[src/rtl/spike_rate_decoder.sv]
// -----------------------------------------------------------------------------
// spike_rate_decoder
//
// Counts spikes over fixed windows of WINDOW enabled clock cycles and presents
// the (saturated) count of the most recently completed window on a
// valid/ready output. A result that is replaced before being consumed sets a
// sticky overrun flag.
//
// Parameters
//   WINDOW      enabled cycles per counting window (2..65535)
//   OUT_W       width of the rate result (4..16)
//
// Ports
//   clk         single clock, rising edge
//   rst         synchronous reset, active high
//   en          count enable; window position and count advance only when high
//   spike       one spike counted per enabled cycle in which it is high
//   rate        saturated spike count of the last completed window
//   rate_valid  rate holds an unconsumed result
//   rate_ready  consumer accepts rate when rate_valid is also high
//   overrun     sticky: a result was overwritten before it was consumed
//
// All outputs are registered; there is no combinational input-to-output path.
// -----------------------------------------------------------------------------
module spike_rate_decoder #(
    parameter int WINDOW = 256,
    parameter int OUT_W  = 8
) (
    input  logic             clk,
    input  logic             rst,
    input  logic             en,
    input  logic             spike,
    output logic [OUT_W-1:0] rate,
    output logic             rate_valid,
    input  logic             rate_ready,
    output logic             overrun
);

    localparam int CNT_W = $clog2(WINDOW);
    localparam logic [CNT_W-1:0] LAST_POS = CNT_W'(WINDOW - 1);
    localparam logic [OUT_W-1:0] ACC_MAX  = {OUT_W{1'b1}};

    logic [CNT_W-1:0] win_cnt;
    logic [OUT_W-1:0] acc;
    logic [OUT_W-1:0] acc_next;
    logic             last_cycle;
    logic             xfer;

    // Accumulator value including this cycle's spike; holds at full scale.
    always_comb begin
        acc_next = acc;
        if (spike && (acc != ACC_MAX)) begin
            acc_next = acc + OUT_W'(1);
        end
    end

    assign last_cycle = en && (win_cnt == LAST_POS);
    assign xfer       = rate_valid && rate_ready;

    always_ff @(posedge clk) begin
        if (rst) begin
            win_cnt    <= '0;
            acc        <= '0;
            rate       <= '0;
            rate_valid <= 1'b0;
            overrun    <= 1'b0;
        end else begin
            if (en) begin
                if (last_cycle) begin
                    win_cnt <= '0;
                    acc     <= '0;
                end else begin
                    win_cnt <= win_cnt + CNT_W'(1);
                    acc     <= acc_next;
                end
            end

            // A capture always wins over a transfer: the new result stays
            // valid. Only a capture onto an unconsumed result counts as an
            // overrun; a capture coinciding with a transfer is a clean handoff.
            if (last_cycle) begin
                rate       <= acc_next;
                rate_valid <= 1'b1;
                if (rate_valid && !rate_ready) begin
                    overrun <= 1'b1;
                end
            end else if (xfer) begin
                rate_valid <= 1'b0;
            end
        end
    end

endmodule

[config.mk]
export PLATFORM = sky130hd
export DESIGN_NAME = spike_rate_decoder
export DESIGN_NICKNAME = d
export VERILOG_FILES = /design/src/rtl/spike_rate_decoder.sv
export SDC_FILE = /design/constraint.sdc
export NUM_CORES = 1
export LEC_CHECK = 0
export ABC_CLOCK_PERIOD_IN_PS = 2180
export CAP_MARGIN = 20
export CORE_AREA = 2 2 59 61
export CTS_CLUSTER_SIZE = 12
export DETAILED_ROUTE_END_ITERATION = 16
export DIE_AREA = 0 0 61 63
export PLACE_DENSITY = 0.64
export SYNTH_ARGS = -nofsm -noshare
export SYNTH_HDL_FRONTEND = slang
export SYNTH_SLANG_ARGS = --single-unit
[constraint.sdc]
create_clock -name clk -period 2.18 [get_ports clk]
set_input_delay 0.218 -clock clk [delete_from_list [all_inputs] [get_ports clk]]
set_output_delay 0.218 -clock clk [all_outputs]
set_load 0.05 [all_outputs]
==> metrics.yaml <==
status: "finished clean"
hpwlAfterDp_mm: 1.64
criticalPathCategory: "reg -> out"
ys_seq_area_share_pct: 42.4
vias_per_cell: 5.32
finClkSkew_ns: 0.00756
worstSkewPairLatency_ns: 0.33
path_buf_inv: 1
cts.repair_timing.setup_buffer_count: 0
layout.cells.most_common_list: "sky130_fd_sc_hd__dfxtp_1, sky130_fd_sc_hd__clkdlybuf4s50_1, sky130_fd_sc_hd__nand2_1, sky130_fd_sc_hd__a21oi_1, sky130_fd_sc_hd__nor2_1"
cts_inserted_buffers: 3
setup_repair_after_global_routing_missed_its_margin: "no"
grt_util_all_layers_pct: 13.8
final_common_cell: "sky130_fd_sc_hd__dfxtp_1"
synth-edff-count: 0
synth.ff_latch_count: 26
x_dimension_of_the_die_um: 61
postSynth.topFlopCell: "sky130_fd_sc_hd__dfxtp_1"
synth_cell_types: 39
max_slew.worst_pin.slew_ns: 0.546
clkTransAtPathRegs_ns: 0.14
fin_nets: 159
stdcell_count: 197
drt-total-wl_mm: 2.37
slowest_delay_ns: 0.81
cts_root_cell: "sky130_fd_sc_hd__clkbuf_4"
filler_cell_count: 326
fp.coreArea_mm2: 0.00323
cap_violations: 0
critical_path.cell_chain: "clkdlybuf4s50_1"
first_global_vias: 929
critPathTopFamily: "buffers and inverters"
maximum_number_of_pins_on_one_net_before_global_route_repair: 21
grt_first_pass_wirelength_mm: 4.03
first_pass_iters: 4
gp_congestion: 0.731
clock_tree.buffer_depth: 2
maxSlewHeadroom_pct: 63.5
cts_repair_resize_count: 0
rows: 21
type_of_the_most_critical_hold_path: "reg -> reg"
yosys.area.top_type: "sky130_fd_sc_hd__dfxtp_1"
max_clock_freq_ghz: 0.577
timing.final.crit_share_pct: 79.5
timing.setup.tns_ns: 0
setup_viol: 0
clock_sinks: 26
tritoncts: "yes"
netlist_area_mm2: 0.00123
p_leak_uw: 0.000508
p_per_area_mw_per_mm2: 589
endpoint_kind: "output pin"
slew_violations: 0
async_reset_ff_share_pct: 0
io_buffers: 14
fp.dieArea_mm2: 0.00384
ys_top_cells_by_area: "sky130_fd_sc_hd__dfxtp_1, sky130_fd_sc_hd__a21oi_1, sky130_fd_sc_hd__a211oi_1"
worst_r2r_startpoint: "acc[0]$_SDFFE_PP0P_"
post_synth.cell_area_avg_um2: 8.97
netlist_instances: 137
grt_overflow: 0
initial_antenna_violation_count: 0
initial_utilization_pct: 38.0
cp_slowest_cell: "sky130_fd_sc_hd__clkdlybuf4s50_1"
drc: 0
clock_tree.htree_level_count: 1
syn-num-nets: 144
num_antenna_cells: 0
postRouteAntennaNets: 0
critical_path.startpoint: "rate[7]$_SDFFE_PP0P_"
vdd_ir_drop_max_uv: 443
synthesis_warnings: 0
synth_top_cell_area_share_pct: 42.4
hold_path.startpoint: "rate[3]$_SDFFE_PP0P_"
timing.critical_path.from_type: "flop"
routedWlPerCell_um: 12.0
num_vias: 1049
synthToLayoutAreaGrowth_pct: 19.7
period_minus_slack_ns: 1.73
num_io_pins: 15
hold_violations_final: 0
crit_fanout: 2
timing.critical_path.arrival_ns: 1.52
drive_above_1_share_pct: 9.27
fin_worst_hold_slack_ns: 0.458
die_h_um: 63
initialDrtViolationCount: 31
placed_cells: 193
worstPathRequired_ns: 1.96
cts-hold-fix-buffers: 0
[synthesized netlist by cell type (2+ instances only)]
library cell / number
sky130_fd_sc_hd__dfxtp_1: 26
sky130_fd_sc_hd__a21oi_1: 12
sky130_fd_sc_hd__nand2_1: 12
sky130_fd_sc_hd__nor2_1: 8
sky130_fd_sc_hd__a211oi_1: 7
sky130_fd_sc_hd__nand3_1: 7
sky130_fd_sc_hd__o211ai_1: 6
sky130_fd_sc_hd__clkbuf_1: 5
sky130_fd_sc_hd__nand3b_1: 4
sky130_fd_sc_hd__xor2_1: 4
sky130_fd_sc_hd__and4_1: 3
sky130_fd_sc_hd__nand2b_1: 3
sky130_fd_sc_hd__nand4_1: 3
sky130_fd_sc_hd__nor3_1: 3
sky130_fd_sc_hd__xnor2_1: 3
sky130_fd_sc_hd__a31oi_1: 2
sky130_fd_sc_hd__and2_1: 2
sky130_fd_sc_hd__and3_4: 2
sky130_fd_sc_hd__ha_1: 2
sky130_fd_sc_hd__inv_1: 2
sky130_fd_sc_hd__mux2i_1: 2
sky130_fd_sc_hd__o21ai_0: 2
[metal layers]
layer  global-route usage (%)  wire length (um)  up-vias
met5                        0                 0        -
met4                     5.98                43        0
met3                     4.14               121        5
met2                     20.7              1080       20
met1                     18.0              1120      487
li1                         -                 -      537
[logic make-up (layout without fill, tap and decap cells)]
kind of cell,after synthesis,in the layout,synth area share (%)
xor+xnor,7,7,4.99
buf+inv,10,24,3.77
simple gates,55,55,26.5
compound gates,35,35,18.7
mux,2,2,1.63
fa+ha+maj,2,2,2.04
flops,26,26,42.4
[through the flow]
step / instance area (um2) / setup WS (ns) / utilization (%) / power [uW]
floorplan: 1230 / 0.543 / - / 522
global placement: 1420 / 0.429 / 43.9 / 538
detailed placement: 1420 / 0.365 / 43.9 / 541
CTS: 1470 / 0.415 / 45.5 / 882
global route: 1470 / 0.283 / 45.5 / 902
finish: 1470 / 0.446 / 45.5 / 866
[power by group]
group          switching [uW]  internal [uW]  total, uW
registers                4.52            480        485
logic                    23.9           21.3       45.2
clock network             149            186        336
total                     178            688        866
[state kept, by name (all words and copies together) (netlist names)]
register / count
win_cnt: 8
rate_valid: 1
acc: 8
rate: 8
overrun: 1
[area by class of cell]
cell class              instances  area, um2  share of cell area [%]
clock inverters                 1       30.0                    2.04
flip-flops and latches         26        520                    35.4
well taps                      46       57.6                    3.91
repair buffers                 18        170                    11.6
multi-input cells             101        662                    45.0
inverters                       2       7.51                   0.511
clock buffers                   3       22.5                    1.53
[final timing paths]
kind                           to  depth (start not counted)  slack (ns)
max reg2reg  rate[0]$_SDFFE_PP0P_                          5        0.49
min          rate[3]$_SDFFE_PP0P_                          2        0.46
min reg2reg  rate[3]$_SDFFE_PP0P_                          2        0.46
max                       rate[7]                          1        0.45
Note: power is estimated with default switching activity, not from simulation.
